[config.mk]
export PLATFORM = sky130hd
export DESIGN_NAME = pps_source_selector
export DESIGN_NICKNAME = d
export VERILOG_FILES = /design/src/rtl/pps_sel_pkg.sv /design/src/rtl/pps_src_qualifier.sv /design/src/rtl/pps_source_selector.sv
export SDC_FILE = /design/constraint.sdc
export NUM_CORES = 1
export LEC_CHECK = 0
export CORE_MARGIN = 2
export CORE_UTILIZATION = 53
export CTS_BUF_LIST = sky130_fd_sc_hd__clkbuf_2 sky130_fd_sc_hd__clkbuf_4 sky130_fd_sc_hd__clkbuf_8
export DETAILED_ROUTE_END_ITERATION = 10
export MAX_ROUTING_LAYER = met4
export PLACE_DENSITY = 0.9
export SKIP_CTS_REPAIR_TIMING = 1
export SLEW_MARGIN = 20
export SYNTH_ARGS = -nofsm -noshare
export SYNTH_HDL_FRONTEND = slang
export SYNTH_SLANG_ARGS = --single-unit
[constraint.sdc]
create_clock -name clk_100mhz -period 4.8 [get_ports clk_100mhz]
set_clock_uncertainty 0.05 [all_clocks]
set_input_delay 0.48 -clock clk_100mhz [delete_from_list [all_inputs] [get_ports clk_100mhz]]
set_output_delay 0.48 -clock clk_100mhz [all_outputs]
set_load 0.02 [all_outputs]
[src/rtl/pps_sel_pkg.sv]
// Shared types and constants for the PPS timestamp source selector.
package pps_sel_pkg;

    // Selection state: HOLDOVER means the PPS generator free-runs (autonomous).
    typedef enum logic {
        HOLDOVER = 1'b0,
        LOCKED   = 1'b1
    } sel_state_t;

    // 1.1 s at 100 MHz: one missed T2-MI second plus margin.
    localparam int DEFAULT_TIMEOUT_CYC = 110_000_000;

    // Width of a source index; never narrower than one bit.
    function automatic int idx_width(input int n);
        return (n > 1) ? $clog2(n) : 1;
    endfunction

endpackage

[src/rtl/pps_src_qualifier.sv]
// Qualifies one timestamp stream: lock, enable, timeout and seconds continuity.
module pps_src_qualifier
    import pps_sel_pkg::*;
#(
    parameter int SEC_W       = 40,
    parameter int QUAL_COUNT  = 4,
    parameter int TIMEOUT_CYC = DEFAULT_TIMEOUT_CYC
) (
    input  logic             clk_i,
    input  logic             rst_ni,
    input  logic             ts_valid_i,
    input  logic [SEC_W-1:0] seconds_i,
    input  logic             locked_i,
    input  logic             enable_i,
    output logic             qualified_o,
    output logic             good_ts_o,
    output logic             ts_ok_o
);

    localparam int QC_W  = $clog2(QUAL_COUNT + 1);
    localparam int TMO_W = $clog2(TIMEOUT_CYC + 1);

    logic [QC_W-1:0]  qual_cnt_q, qual_cnt_d;
    logic [SEC_W-1:0] last_sec_q, last_sec_d;
    logic [TMO_W-1:0] tmo_cnt_q, tmo_cnt_d;
    logic             good_q, good_d;
    logic             counting;
    logic             timeout;
    logic             continuous;

    // The timeout only runs once a stream has started counting.
    assign counting   = (qual_cnt_q != '0);
    assign timeout    = counting && (tmo_cnt_q == TMO_W'(TIMEOUT_CYC));
    assign continuous = (seconds_i == last_sec_q + SEC_W'(1));

    // Next-state: disqualifiers first, then the strobe, then the idle timeout.
    always_comb begin
        qual_cnt_d = qual_cnt_q;
        last_sec_d = last_sec_q;
        tmo_cnt_d  = tmo_cnt_q;
        good_d     = 1'b0;
        if (!locked_i || !enable_i) begin
            qual_cnt_d = '0;
            tmo_cnt_d  = '0;
        end else if (ts_valid_i) begin
            last_sec_d = seconds_i;
            tmo_cnt_d  = '0;
            if (timeout || (counting && !continuous)) begin
                // A strobe racing the timeout, or a seconds jump, restarts at 1.
                qual_cnt_d = QC_W'(1);
            end else begin
                good_d = 1'b1;
                if (qual_cnt_q != QC_W'(QUAL_COUNT)) begin
                    qual_cnt_d = qual_cnt_q + QC_W'(1);
                end
            end
        end else if (timeout) begin
            qual_cnt_d = '0;
            tmo_cnt_d  = '0;
        end else if (counting) begin
            tmo_cnt_d = tmo_cnt_q + TMO_W'(1);
        end
    end

    // Qualifier state registers.
    always_ff @(posedge clk_i or negedge rst_ni) begin
        if (!rst_ni) begin
            qual_cnt_q <= '0;
            last_sec_q <= '0;
            tmo_cnt_q  <= '0;
            good_q     <= 1'b0;
        end else begin
            qual_cnt_q <= qual_cnt_d;
            last_sec_q <= last_sec_d;
            tmo_cnt_q  <= tmo_cnt_d;
            good_q     <= good_d;
        end
    end

    assign qualified_o = (qual_cnt_q == QC_W'(QUAL_COUNT));
    assign good_ts_o   = good_q;
    // Current strobe would be accepted as good; lets the top refuse to forward
    // a discontinuous or timed-out timestamp even though qualified_o is still set.
    assign ts_ok_o     = ts_valid_i && locked_i && enable_i && !timeout &&
                         (!counting || continuous);

endmodule

[src/rtl/pps_source_selector.sv]
// Picks the highest-priority qualified timestamp source for the PPS generator,
// with revertive hold-off switching, holdover mode and a sync LED.
module pps_source_selector
    import pps_sel_pkg::*;
#(
    parameter int NUM_SRC        = 4,
    parameter int SEC_W          = 40,
    parameter int SUBSEC_W       = 32,
    parameter int QUAL_COUNT     = 4,
    parameter int TIMEOUT_CYC    = DEFAULT_TIMEOUT_CYC,
    parameter int SWITCH_HOLDOFF = 3,
    parameter int LED_DIV_W      = 24,
    localparam int IDX_W         = idx_width(NUM_SRC)
) (
    input  logic                        clk_100mhz,
    input  logic                        rst_n,
    input  logic [NUM_SRC-1:0]          src_ts_valid,
    input  logic [NUM_SRC*SEC_W-1:0]    src_seconds,
    input  logic [NUM_SRC*SUBSEC_W-1:0] src_subsec,
    input  logic [NUM_SRC-1:0]          src_sync_locked,
    input  logic [NUM_SRC-1:0]          src_enable,
    input  logic                        force_autonomous,
    output logic                        sel_ts_valid,
    output logic [SEC_W-1:0]            sel_seconds,
    output logic [SUBSEC_W-1:0]         sel_subsec,
    output logic [IDX_W-1:0]            sel_index,
    output logic [NUM_SRC-1:0]          src_qualified,
    output logic                        autonomous_mode,
    output logic                        switch_event,
    output logic                        led_sync
);

    localparam int REV_W = $clog2(SWITCH_HOLDOFF + 1);

    logic [SEC_W-1:0]    sec_arr [NUM_SRC];
    logic [SUBSEC_W-1:0] sub_arr [NUM_SRC];
    logic [NUM_SRC-1:0]  qual;
    logic [NUM_SRC-1:0]  good_ts;
    logic [NUM_SRC-1:0]  ts_ok;

    for (genvar g = 0; g < NUM_SRC; g++) begin : g_src
        assign sec_arr[g] = src_seconds[g*SEC_W +: SEC_W];
        assign sub_arr[g] = src_subsec[g*SUBSEC_W +: SUBSEC_W];

        pps_src_qualifier #(
            .SEC_W       (SEC_W),
            .QUAL_COUNT  (QUAL_COUNT),
            .TIMEOUT_CYC (TIMEOUT_CYC)
        ) u_qual (
            .clk_i       (clk_100mhz),
            .rst_ni      (rst_n),
            .ts_valid_i  (src_ts_valid[g]),
            .seconds_i   (sec_arr[g]),
            .locked_i    (src_sync_locked[g]),
            .enable_i    (src_enable[g]),
            .qualified_o (qual[g]),
            .good_ts_o   (good_ts[g]),
            .ts_ok_o     (ts_ok[g])
        );
    end

    sel_state_t          state_q;
    logic [IDX_W-1:0]    active_q;
    logic [IDX_W-1:0]    cand_q;
    logic                cand_vld_q;
    logic [REV_W-1:0]    rev_cnt_q;
    logic                switch_event_q;
    logic                any_qual;
    logic [IDX_W-1:0]    low_idx;

    // Priority encoder: lowest qualified index wins.
    always_comb begin
        any_qual = |qual;
        low_idx  = '0;
        for (int i = NUM_SRC - 1; i >= 0; i--) begin
            if (qual[i]) begin
                low_idx = IDX_W'(i);
            end
        end
    end

    // Selection FSM with failover and revertive hold-off counting.
    always_ff @(posedge clk_100mhz or negedge rst_n) begin
        if (!rst_n) begin
            state_q        <= HOLDOVER;
            active_q       <= '0;
            cand_q         <= '0;
            cand_vld_q     <= 1'b0;
            rev_cnt_q      <= '0;
            switch_event_q <= 1'b0;
        end else begin
            switch_event_q <= 1'b0;
            case (state_q)
                HOLDOVER: begin
                    rev_cnt_q  <= '0;
                    cand_vld_q <= 1'b0;
                    if (!force_autonomous && any_qual) begin
                        state_q        <= LOCKED;
                        active_q       <= low_idx;
                        switch_event_q <= 1'b1;
                    end
                end
                LOCKED: begin
                    if (force_autonomous || !any_qual) begin
                        state_q        <= HOLDOVER;
                        switch_event_q <= 1'b1;
                        rev_cnt_q      <= '0;
                        cand_vld_q     <= 1'b0;
                    end else if (!qual[active_q]) begin
                        active_q       <= low_idx;
                        switch_event_q <= 1'b1;
                        rev_cnt_q      <= '0;
                        cand_vld_q     <= 1'b0;
                    end else if (low_idx < active_q) begin
                        if (!cand_vld_q || (cand_q != low_idx)) begin
                            // New candidate: its qualifying strobe is not counted.
                            cand_q     <= low_idx;
                            cand_vld_q <= 1'b1;
                            rev_cnt_q  <= '0;
                        end else if (good_ts[low_idx]) begin
                            if (rev_cnt_q == REV_W'(SWITCH_HOLDOFF - 1)) begin
                                active_q       <= low_idx;
                                switch_event_q <= 1'b1;
                                rev_cnt_q      <= '0;
                                cand_vld_q     <= 1'b0;
                            end else begin
                                rev_cnt_q <= rev_cnt_q + REV_W'(1);
                            end
                        end
                    end else begin
                        rev_cnt_q  <= '0;
                        cand_vld_q <= 1'b0;
                    end
                end
                default: state_q <= HOLDOVER;
            endcase
        end
    end

    logic                sel_valid_q;
    logic [SEC_W-1:0]    sel_sec_q;
    logic [SUBSEC_W-1:0] sel_sub_q;
    logic                fwd;

    // Forward only a good strobe from the active source while locked on it.
    assign fwd = (state_q == LOCKED) && src_ts_valid[active_q] &&
                 qual[active_q] && ts_ok[active_q];

    // Forwarded timestamp registers; seconds/subseconds hold between strobes.
    always_ff @(posedge clk_100mhz or negedge rst_n) begin
        if (!rst_n) begin
            sel_valid_q <= 1'b0;
            sel_sec_q   <= '0;
            sel_sub_q   <= '0;
        end else begin
            sel_valid_q <= fwd;
            if (fwd) begin
                sel_sec_q <= sec_arr[active_q];
                sel_sub_q <= sub_arr[active_q];
            end
        end
    end

    logic [LED_DIV_W-1:0] blink_q;

    // Free-running blink divider for the holdover LED pattern.
    always_ff @(posedge clk_100mhz or negedge rst_n) begin
        if (!rst_n) begin
            blink_q <= '0;
        end else begin
            blink_q <= blink_q + LED_DIV_W'(1);
        end
    end

    assign sel_ts_valid    = sel_valid_q;
    assign sel_seconds     = sel_sec_q;
    assign sel_subsec      = sel_sub_q;
    assign sel_index       = active_q;
    assign src_qualified   = qual;
    assign autonomous_mode = (state_q == HOLDOVER);
    assign switch_event    = switch_event_q;
    assign led_sync        = (state_q == LOCKED) || blink_q[LED_DIV_W-1];

endmodule

**Word level (Yosys, flattened, before mapping)**

Cells that the tools add are included.
Widths: inputs -> output; s select.

- Word-level logic and storage cells: 269
- Input port bits: 303
- Register bits after elaboration: 390

- Equality and inequality tests: 30
- Bitwise logic cells: 7
- Reductions and logical operators: 90
- Order comparisons: 4
- Mux-type cells: 98
- $add $sub $neg: 14

Operators with widths:

| cell | number |
|---|---|
| $mux 27 | 16 |
| $add 40x1->40 const B | 4 |
| $eq 40x40->1 | 4 |
| $add 27x1->27 const B | 4 |
| $eq 27x27->1 const B | 4 |
| $bmux 40 s2 | 1 |
| $mux 40 | 2 |
| $bmux 32 s2 | 1 |
| $mux 32 | 2 |
| $mux 3 | 20 |
| $mux 2 | 17 |
| $mux 1 | 30 |
| $logic_and 1x1->1 | 28 |
| $add 24x1->24 const B | 1 |
| $reduce_bool 3->1 | 8 |
| $logic_not 1->1 | 23 |
| $reduce_and 2->1 | 9 |
| $ne 4x1->1 const B | 4 |
| $reduce_bool 4->1 | 4 |
| $logic_or 1x1->1 | 15 |
| $ne 3x3->1 const B | 5 |
| $add 3x1->3 const B | 4 |
| $eq 3x3->1 const B | 4 |
| $ne 6x4->1 const B | 2 |
| other kinds (17) | 31 |

**Longest topological paths before layout**

Gate-level depths: netlist of run 1.

- Word-level depth: 13
- Gate-level depth with buffers: 14
- Gate-level depth less buffers: 13

**Modules after synthesis**

From an unflattened synthesis of run 1, not the netlist that was laid out.

- Cells, all modules: 2471
- Area total of the unflattened synthesis: 24925.2 µm²

Modules (own cells, without submodules):

| module | cells each | area an instance (µm²) | times used |
|---|---|---|---|
| pps_src_qualifier at g_src[0].u_qual ... | 497 | 4683.2 | 3 |
| pps_source_selector | 383 | 5984.5 | 1 |
| pps_src_qualifier at g_src[3].u_qual | 597 | 4890.9 | 1 |

**Worst setup path before layout of run 1**

No wires, ideal clock.

- Path kind: reg2reg
- From: reg g_src[1].u_qual.last_sec_q[2]
- To: reg sel_sec_q[0], in the netlist sel_seconds[0]
- Clock period less this slack: 4.014 ns
- Path slack: 0.786 ns
- Data required time: 4.625 ns
- Cell stages (with the launch flop): 15
- Arrival: 3.839 ns
- Path buffers: 4
- Cells stage by stage: dfrtp_1 > clkbuf_1 > and3_1 > clkbuf_1 > and2_1 > clkbuf_1 > nand4_1 > xnor2_1 > or4_1 > nor4_1 > nor4bb_1 > nand4_1 > o221ai_4 > buf_12 > mux2_4

- Cells in the longest elaborated chain, start to end: 7

Ends and longest elaborated chain:

| element | RTL line | source |
|---|---|---|
| start: declaration | pps_src_qualifier.sv:24 | `logic [SEC_W-1:0] last_sec_q, last_sec_d;` |
| start signal: assignment | pps_src_qualifier.sv:74 | `last_sec_q <= last_sec_d;` |
| $add 40x1->40 | pps_src_qualifier.sv:34 | `assign continuous = (seconds_i == last_sec_q + SEC_W'(1));` |
| $eq 40x40->1 | pps_src_qualifier.sv:34 |  |
| $logic_or 1x1->1 | pps_src_qualifier.sv:85 | `(!counting \|\| continuous);` |
| $logic_and 1x1->1 | pps_src_qualifier.sv:84 | `assign ts_ok_o = ts_valid_i && locked_i && enable_i && !timeout &&` |
| $bmux 1 s2 | pps_source_selector.sv:147 | `qual[active_q] && ts_ok[active_q];` |
| $mux 1 (not written as such) | pps_source_selector.sv:147 |  |
| $logic_and 1x1->1 | pps_source_selector.sv:147 |  |
| end signal: assignment | pps_source_selector.sv:158 | `sel_sec_q <= sec_arr[active_q];` |
| end: declaration | pps_source_selector.sv:141 | `logic [SEC_W-1:0] sel_sec_q;` |

No other way between the ends. The select of a mux whose other input is x is not followed.
A chain may end at the register's enable or synchronous reset.

**Final worst setup path of run 1**

- From: reg g_src[1].u_qual.last_sec_q[3]
- To: reg sel_sec_q[6], in the netlist sel_seconds[6]

Same word-level chain as after synthesis.

==> impl_results.md, run 1 <==
* Final ANT Viol Nets at 0
* Routed wire length at between 80000 and 90000 um
* H-tree Lvls at 3
* Net Sw Power at between 2 and 3 mW
* CP Data Required Time at around 5.3 ns
* Max-cap violation count at 0
* First-pass GRT wire length at roughly 130000 um
* Vias in the first global route at 22450
* Outcome: finished, final reports clean
* Multi-input gate area at around 15000 sq um
* Pleak at 12.71 nW
* Worst-path cell with the longest stage delay: dfrtp_1
* Synth Flop Type: dfrtp_1
* Clock buffer depth at 3
* Drt pass-1 iters at 5
* Period minus WS final at 4.571 ns
* Most frequent CP cell: nand4_1
* Worst R2R Start: g_src[1].u_qual.last_sec_q[3]
* Core Box Area at 47450 sq um
* Number of CTS-inserted buffers at 70
* Crit path launch type: flop
* Pwr Density at about 300 nW/um^2
* Syn Nets at between 2000 and 3000
* Area growth syn-to-layout at 23.27%
* Synth async-reset ratio at 100.0%
* Maximum VDD drop at 0.2474 mV
* Nets@finish at roughly 3200
* Crit Path Class: reg -> reg
* Critical Path End Type: flop
* Worst slew margin at 25.83%
* Fillers at between 3000 and 4000
* Fin crit share at between 90% and 100%
* Pin count of the biggest net entering global routing at between 100 and 150
* Crit path launch: g_src[1].u_qual.last_sec_q[3]
* Slew Viols, Final at 0
* Share of cells above drive strength 1 at between 10% and 20%
* Via count at 22600
* WP data arrival at 5.08 ns
* TritonCTS clock tree: yes
* RSZ-0062 raised after global routing: false
* R2R depth at 11
* Root buf cell: clkbuf_8
* CTS Sinks at between 300 and 400
* Avg Inst Size Synth at approximately 10 sq um
* Post-synth EDFFs at 0
* Hold Violations, Final at 0
* Die height at 222.5 um
* Net Sw Frac at a little under a third
* Hold WC Path Type: in -> async
* Overall global routing resource usage at around a third
* Clock power frac at a little under two fifths
* Largest fanout on the critical path at 30
* Storage element area at roughly 10000 sq um
* DR DRC count at 0
* Fmax at ~220 MHz
* Skew-Pair Late Insertion Delay at between 0.6 and 0.7 ns
* FF+latch count, synth at 390
* Initial antenna violation count at 15
* Warnings, synthesis at 0
* Synth cell types at 92
* IO Count at 385
* Initial core utilization at between 50 and 60%
* Final setup TNS at 0 ns
* Post-synthesis cell count at between 2000 and 3000
* GRT overflow at 0
* Routability Congestion at slightly above 1
* Sequential-to-total area share from yosys stat at about two fifths
* Logic pwr share at a little over a fifth
* Worst-path clk slew at ~0.06 ns
* Die area at 49500 sq um
* Dpl hpwl at 63910 um
* Worst-path cell chain: nand3_1, nor4_2, and4_1, o211ai_1, nor4_1, nand4_1, nor4bb_1, nand4_1, o221ai_4, buf_12, mux2_4
* Wire per inst at between 20 and 25 um
* Cell internal pwr at around 6.5 mW
* Die W at approximately 220 um
* First DRT Iteration DRCs at 1973
* Syn Std Cell Area at between 20000 and 30000 sq um
* Final Setup Violations at 0
* Cell Rows at 80
* Flop pwr share at 41.6%
* Vias/cell at between 6 and 7
* Core Util, Final at around two thirds
* Port Buffers at approximately 380
* Slew @ Worst Pin at between 1 and 1.5 ns
* Worst stage delay on the critical path at 0.53 ns
-- registers in the layout, summed over array words and instances, names as in the netlist, 4 cells and up --
signal and cells:
sel_seconds 40, g_src.u_qual.last_sec_q 160, blink_q 24, sel_subsec 32, g_src.u_qual.tmo_cnt_q 108, g_src.u_qual.good_ts_o 4
g_src.u_qual.qual_cnt_q 12
-- through the flow --
step	std cells	area (sq um)	total power [mW]	hold WS [ns]	setup slack (ns)
after floorplan	2531	25300	5.173	0.1344	0.7862
after global placement	3464	29570	5.905	0.4006	0.3492
after detailed placement	3464	29570	5.981	0.4086	0.2650
after CTS	3591	31130	9.463	-0.2213	0.1579
after global routing	3600	31180	9.855	0.3812	0.1016
final	3601	31190	9.466	0.3472	0.2289
-- area by class of cell --
class,count,area share [%]
Clock inverter,19,0.5055
Sequential cell,390,31.32
Multi-Input combinational cell,1987,47.06
Inverter,50,0.6018
Timing Repair Buffer,423,13.49
Antenna cell,9,0.07222
Tap cell,615,2.467
Clock buffer,108,4.485
-- placed cells by master (no fill, tap or decap), types with 51 or more instances in the layout --
cell type        count
nand3_1            129
a21oi_1             56
nor2_1             163
xor2_1             112
and3_1              66
xnor2_1            199
mux2_4              70
nand2_1            393
clkbuf_8            94
nand4_1             95
dfrtp_1            388
nor4_1              51
mux2_2              88
clkdlybuf4s50_1    383
-- path summary, 6_finish.rpt --
| check | endpoint | slack, ns |
|---|---|---|
| worst max register to register | sel_seconds[6] | 0.23 |
| worst min-delay path | blink_q[13] | 0.35 |
| worst max-delay path | sel_seconds[6] | 0.23 |
| min in group clk_100mhz | g_src[1].u_qual.last_sec_q[4] | 0.37 |
| max in group asynchronous | g_src[1].u_qual.last_sec_q[38] | 3.25 |
| worst min register to register | blink_q[13] | 0.42 |
-- cell families (layout without fill, tap and decap cells) --
group | after synthesis | after routing | share of synthesized area, %
other | 0 | 9 | 0
and+or+nand+nor | 1172 | 1172 | 23.85
adders and majority gates | 22 | 22 | 1.088
buffers and inverters | 154 | 600 | 3.561
xor gates and xnor gates | 311 | 311 | 10.77
DFF | 390 | 390 | 38.58
AOI/OAI and AO/OA | 234 | 234 | 6.197
muxes | 248 | 248 | 15.96
-- power groups by stage --
stage / registers (mW) / clock network (mW) / logic, mW
after floorplan: 3.83 / 0 / 1.35
after global placement: 3.96 / 0 / 1.95
after detailed placement: 3.98 / 0 / 2.00
after CTS: 3.93 / 3.52 / 2.02
after global routing: 3.98 / 3.68 / 2.19
final: 3.94 / 3.48 / 2.04
-- synth_stat cells, drive strengths merged (18+ instances only) --
cell      n  area share, %
nand2   393            5.8
dfrtp   390             39
xnor2   199            6.9
nor2    163            2.4
mux2    158            8.1
nand3   131            2.6
xor2    112            3.9
nand4    99            2.6
mux4     73            7.2
and3     67            1.7
clkbuf   66            1.3
nor4     57            1.5
a21oi    56            1.1
o21ai    53            1.1
inv      50           0.74
nor3     49           0.97
buf      37            1.4
or3      34           0.85
and4     30            1.0
nor2b    25           0.62
ha       22            1.1
a31oi    20           0.49
nand2b   19           0.47
or4      19           0.58
nor4b    18           0.62
-- critical path: cells and delay by family, from the launching register on --
kind,cells,cell delay [ns]
buffers and inverters,1,0.31
AOI/OAI and AO/OA,2,0.60
DFF,1,0.53
muxes,1,0.34
and+or+nand+nor,7,2.57
-- per-layer routing --
layer  vias up  track usage, %  part of all wire [%]
li1      10000               -                     -
met1     11150           40.17                    37
met2      1155           56.62                    48
met3       287           7.948                   8.9
met4         0           16.39                   5.3
met5         -               -                     0
(Power assumes the default switching activity.)
==> run 2, diff against run 1 <==
--- a/config.mk
+++ b/config.mk
@@ -6,11 +6,11 @@
 export NUM_CORES = 1
 export LEC_CHECK = 0
 export CORE_MARGIN = 2
-export CORE_UTILIZATION = 53
+export CORE_UTILIZATION = 28
 export CTS_BUF_LIST = sky130_fd_sc_hd__clkbuf_2 sky130_fd_sc_hd__clkbuf_4 sky130_fd_sc_hd__clkbuf_8
 export DETAILED_ROUTE_END_ITERATION = 10
 export MAX_ROUTING_LAYER = met4
-export PLACE_DENSITY = 0.9
+export PLACE_DENSITY = 0.58
 export SKIP_CTS_REPAIR_TIMING = 1
 export SLEW_MARGIN = 20
 export SYNTH_ARGS = -nofsm -noshare
==> impl_results.md, run 2 (synthesis gave the netlist of run 1 again) <==
* Final ANT Viol Nets at 0
* Fmax at between 200 and 250 MHz
* Area growth syn-to-layout at 26.86%
* Worst slew margin at a little under two fifths
* Multi-input gate area at 14670 sq um
* Commonest non-fill, non-tap cell in the layout: nand2_1
* Final Setup Violations at 0
* Net Sw Frac at 30.94%
* FF-to-FF setup slack at between 0.3 and 0.4 ns
* Clock buffer depth at 3
* GRT overflow at 0
* Largest register by flop count: g_src.u_qual.last_sec_q
* Worst R2R Start: g_src[2].u_qual.last_sec_q[10]
* Worst stage delay on the critical path at between 0.7 and 0.8 ns
* Worst-path clk slew at approximately 0.06 ns
* Nets@finish at 3281
* Slew Viols, Final at 0
* Crit path launch: g_src[2].u_qual.last_sec_q[10]
* Commonest non-fill, non-tap cells in the layout: nand2_1 (393), dfrtp_1 (388), clkdlybuf4s50_1 (383), xnor2_1 (199), nor2_1 (163)
* Overall global routing resource usage at approximately a fifth
* Max-cap violation count at 0
* Cell Rows at between 100 and 150
* WP data arrival at ~5.0 ns
* Fillers at 9112
* Hold Violations, Final at 0
* Vias/cell at between 5 and 6
* DR DRC count at 0
* Largest fanout on the critical path at 30
* Via count at about 21000
* Wire per inst at 21.30 um
* IO Count at 385
* Hold WC Path Type: in -> async
* TritonCTS clock tree: yes
* Port Buffers at roughly 380
* Period minus WS final at about 4.5 ns
* Initial core utilization at 28.19%
* RSZ-0062 raised after global routing: false
* Crit Path Class: reg -> reg
* Routed wire length at ~90000 um
* CTS Sinks at between 300 and 400
* Flop pwr share at approximately two fifths
* Clock power frac at between 30% and 40%
* Dpl hpwl at 69780 um
* Slew @ Worst Pin at 0.9381 ns
* Cell internal pwr at roughly 6.5 mW
* Worst setup path end: sel_seconds[2]
* Number of flip-flops in the largest register at 160
* Routability Congestion at between 0.9 and 1
* First-pass GRT wire length at ~130000 um
* Number of CTS-inserted buffers at 75
* Initial antenna violation count at 14
* Net Sw Power at between 2 and 3 mW
* Critical Path End Type: flop
* Worst-path cell chain: nand4_2, or4_1, or4_1, o21ai_1, o21ai_1, or4_4, o21ai_4, or3b_4, o221ai_4, buf_12, mux2_4
* H-tree Lvls at 3
* Root buf cell: clkbuf_8
* Pleak at approximately 13 nW
* Fin crit share at 93.05%
* Die W at 304.6 um
* Drt pass-1 iters at 5
* Outcome: finished, final reports clean
* Vias in the first global route at about 21000
* Die area at ~93000 sq um
* Share of cells above drive strength 1 at 14.29%
* Skew-Pair Late Insertion Delay at 0.66 ns
* DP Cell Count at a little over 4000
* Crit path launch type: flop
* Worst-path cell with the longest stage delay: or4_1
* Core Box Area at between 80000 and 90000 sq um
* RR Endpoint: sel_seconds[2]
* Pwr Density at 295.5 nW/um^2
* R2R depth at 11
* Die height at 304.6 um
* Storage element area at ~10000 sq um
* CP Data Required Time at around 5.3 ns
* First DRT Iteration DRCs at approximately 1600
* Logic pwr share at 21.4%
* Pwr Total at roughly 9.5 mW
* Pin count of the biggest net entering global routing at about 100
* Maximum VDD drop at between 0.15 and 0.2 mV
* Final setup TNS at 0 ns
* Core Util, Final at approximately 36%
* Non-filler cells, final at ~4200
-- run 2: cell count changes in the layout (fill, tap and decap cells not counted), moves of 2 or more --
| cell | before | now |
|---|---|---|
| and3_2 | 1 | 3 |
| buf_4 | 33 | 60 |
| nor4_2 | 6 | 3 |
| nand3_2 | 2 | 4 |
| nor4_1 | 51 | 54 |
| clkinv_2 | 13 | 5 |
| clkbuf_4 | 14 | 24 |
| nand3_1 | 129 | 127 |
| buf_12 | 5 | 7 |
| and3_1 | 66 | 64 |
| clkbuf_8 | 94 | 87 |
-- run 2: worst min-delay path by stage --
stage	startpoint	endpoint	slack, ns	cells after the start
after floorplan	rst_n	blink_q[0]	0.13	0
after CTS	rst_n	blink_q[2]	-0.26	1
after global routing	src_seconds[59]	g_src[1].u_qual.last_sec_q[19]	0.41	3
after global placement	blink_q[13]	blink_q[13]	0.40	1
final	rst_n	blink_q[17]	0.37	2
after detailed placement	blink_q[13]	blink_q[13]	0.40	1
-- run 2: area by class of cell --
type / instances / area share (%)
clock inverter: 12 / 0.4717
antenna: 9 / 0.07017
clock buffer: 111 / 4.292
sequential: 390 / 30.43
tap: 1176 / 4.585
inverter: 50 / 0.5848
timing repair buffer: 452 / 13.86
multi-input combinational: 1987 / 45.70
-- run 2: critical path, delay by kind of cell (launching register included) --
family,cells,cell delay (ns)
AOI/OAI and AO/OA,4,0.63
buffers and inverters,1,0.28
DFF,1,0.47
muxes,1,0.34
and+or+nand+nor,5,2.48
-- run 2: per-layer routing --
metal | GRT usage [%] | part of all wire, %
met5 | - | 0
met4 | 6.297 | 3.0
met3 | 2.754 | 4.8
met2 | 32.15 | 49
met1 | 24.52 | 43
-- run 2: per-stage QoR --
step,setup slack (ns),hold WS [ns],cell area (sq um)
global route,0.2351,0.4088,32090
CTS,0.4061,-0.2649,32060
global placement,0.4621,0.4009,30530
finish,0.3334,0.3656,32090
detailed placement,0.3726,0.4031,30530
floorplan,0.7862,0.1344,25300
-- run 2: power by group through the flow --
stage	clock network (mW)	logic, mW	registers, mW
after floorplan	0	1.35	3.83
after global placement	0	2.02	3.98
after detailed placement	0	2.03	3.99
after CTS	3.61	2.04	3.94
after global routing	3.76	2.21	3.99
final	3.50	2.03	3.94
==> run 3, diff against run 2 <==
==> constraint.sdc (replaced) <==
create_clock -name clk_100mhz -period 4.79 [get_ports clk_100mhz]
set_clock_uncertainty 0.05 [all_clocks]
set_input_delay 0.479 -clock clk_100mhz [delete_from_list [all_inputs] [get_ports clk_100mhz]]
set_output_delay 0.479 -clock clk_100mhz [all_outputs]
set_load 0.02 [all_outputs]
==> impl_results.md, run 3 (synthesis gave the netlist of run 1 again) <==
* CTS Sinks at between 300 and 400
* Die height at approximately 300 um
* CP Data Required Time at around 5.3 ns
* Fin crit share at between 90 and 100%
* First DRT Iteration DRCs at 1555
* Number of CTS-inserted buffers at 77
* Worst-path clk slew at ~0.06 ns
* Placed cell areas at 30530 sq um
* Dpl hpwl at approximately 70000 um
* Final Instance Area at 32320 sq um
* Storage element area at between 9000 and 10000 sq um
* Pwr Density at just over 300 nW/um^2
* Largest fanout on the critical path at 13
* Hold slack at approximately 0.36 ns
* Drt pass-1 iters at 5
* Clock buffer depth at 3
* Area growth syn-to-layout at 27.73%
* Vias in the first global route at approximately 21000
* Core Util, Final at a little over a third
* Slew @ Worst Pin at approximately 0.99 ns
* DR DRC count at 0
* Hold WC Path Type: in -> async
* Die area at between 90000 and 100000 sq um
* TritonCTS clock tree: yes
* Initial antenna violation count at 11
* WP data arrival at approximately 4.9 ns
* Initial core utilization at about 28%
* Outcome: finished, final reports clean
* Port Buffers at ~380
* Critical Path End Type: flop
* Number of flip-flops in the largest register at 160
* Max-cap violation count at 0
* Die W at ~300 um
* GRT overflow at 0
* Via count at between 20000 and 25000
* Share of cells above drive strength 1 at roughly 15%
* Crit path launch type: flop
* Maximum VDD drop at between 0.15 and 0.2 mV
* Final setup TNS at 0 ns
* Commonest non-fill, non-tap cell in the layout: nand2_1
* Commonest non-fill, non-tap cells in the layout: nand2_1 (393), dfrtp_1 (388), clkdlybuf4s50_1 (383), xnor2_1 (199), nor2_1 (163)
* Cell Rows at between 100 and 150
* Vias/cell at roughly 5
* H-tree Lvls at 3
* Slew Viols, Final at 0
* Pin count of the biggest net entering global routing at 92
* Nets@finish at ~3300
* Final ANT Viol Nets at 0
* Hold Violations, Final at 0
* Core Box Area at between 80000 and 90000 sq um
* Period minus WS final at roughly 4.5 ns
* Fillers at 9070
* Multi-input gate area at approximately 15000 sq um
* Pwr Total at roughly 10 mW
* Skew-Pair Late Insertion Delay at between 0.6 and 0.7 ns
* Fmax at roughly 220 MHz
* Pleak at between 10 and 15 nW
* Overall global routing resource usage at about a fifth
* Root buf cell: clkbuf_8
* Routed wire length at approximately 90000 um
* Final Setup Violations at 0
* Wire per inst at roughly 21 um
* Crit Path Class: reg -> reg
* RSZ-0062 raised after global routing: false
* Routability Congestion at just over 0.9
* IO Count at between 300 and 400
* First-pass GRT wire length at 133700 um
* Worst slew margin at approximately a third
* Largest register by flop count: g_src.u_qual.last_sec_q
run 3: cell types whose count changed in the layout (fill, tap and decap cells not counted), sizes merged:
cell / before / now
inv: 53 / 54
clkinvlp: 1 / 2
bufinv: 3 / 4
diode: 9 / 8
clkbuf: 111 / 121
clkinv: 5 / 7
run 3: power by group:
part | leakage (nW) | total (mW) | internal, mW | switching, mW
Combinational | 6.90 | 2.04 | 1.03 | 1.01
Clock | 0.925 | 3.83 | 2.27 | 1.56
Sequential | 5.13 | 3.96 | 3.54 | 0.415
Total | 13.0 | 9.82 | 6.84 | 2.99
run 3: layout make-up:
type | instances | share of cell area [%]
multi-input combinational | 1987 | 45.39
sequential | 390 | 30.22
timing repair buffer | 452 | 13.77
clock buffer | 121 | 4.766
tap | 1176 | 4.553
clock inverter | 17 | 0.6582
inverter | 50 | 0.5808
antenna | 8 | 0.06195
run 3: through the flow:
step           setup slack, ns  cells
5_1_grt                0.04405   4199
3_3_place_gp            0.4815   4054
4_1_cts                 0.3990   4192
3_5_place_dp            0.4188   4054
2_1_floorplan           0.7762   2531
6_report                0.3371   4201
run 3: final timing paths:
check	slack (ns)	depth (start not counted)	from	to
min in group clk_100mhz	0.39	3	src_seconds[58]	g_src[1].u_qual.last_sec_q[18]
max in group asynchronous	3.18	3	rst_n	sel_index[0]
worst min-delay path	0.36	2	rst_n	blink_q[8]
worst max register to register	0.34	12	g_src[2].u_qual.last_sec_q[9]	sel_subsec[12]
worst min register to register	0.41	1	blink_q[20]	blink_q[20]
worst max-delay path	0.34	12	g_src[2].u_qual.last_sec_q[9]	sel_subsec[12]
run 3: worst max-delay path: stages, from the launching register on:
cell and delay, ns:
dfrtp_1 0.49, nand4_2 0.20, nor4_2 0.91, a31oi_1 0.19
nor4b_1 0.43, nand3_1 0.12, or4_4 0.45, o21ai_4 0.25
or3b_4 0.44, o221ai_4 0.11, buf_12 0.18, buf_12 0.16
mux2_4 0.30
run 3: routing by layer:
layer / GRT usage, % / wire (um)
met5: - / 0
met2: 32.03 / 43460
met4: 5.722 / 2407
met1: 24.35 / 38240
met3: 3.067 / 4517
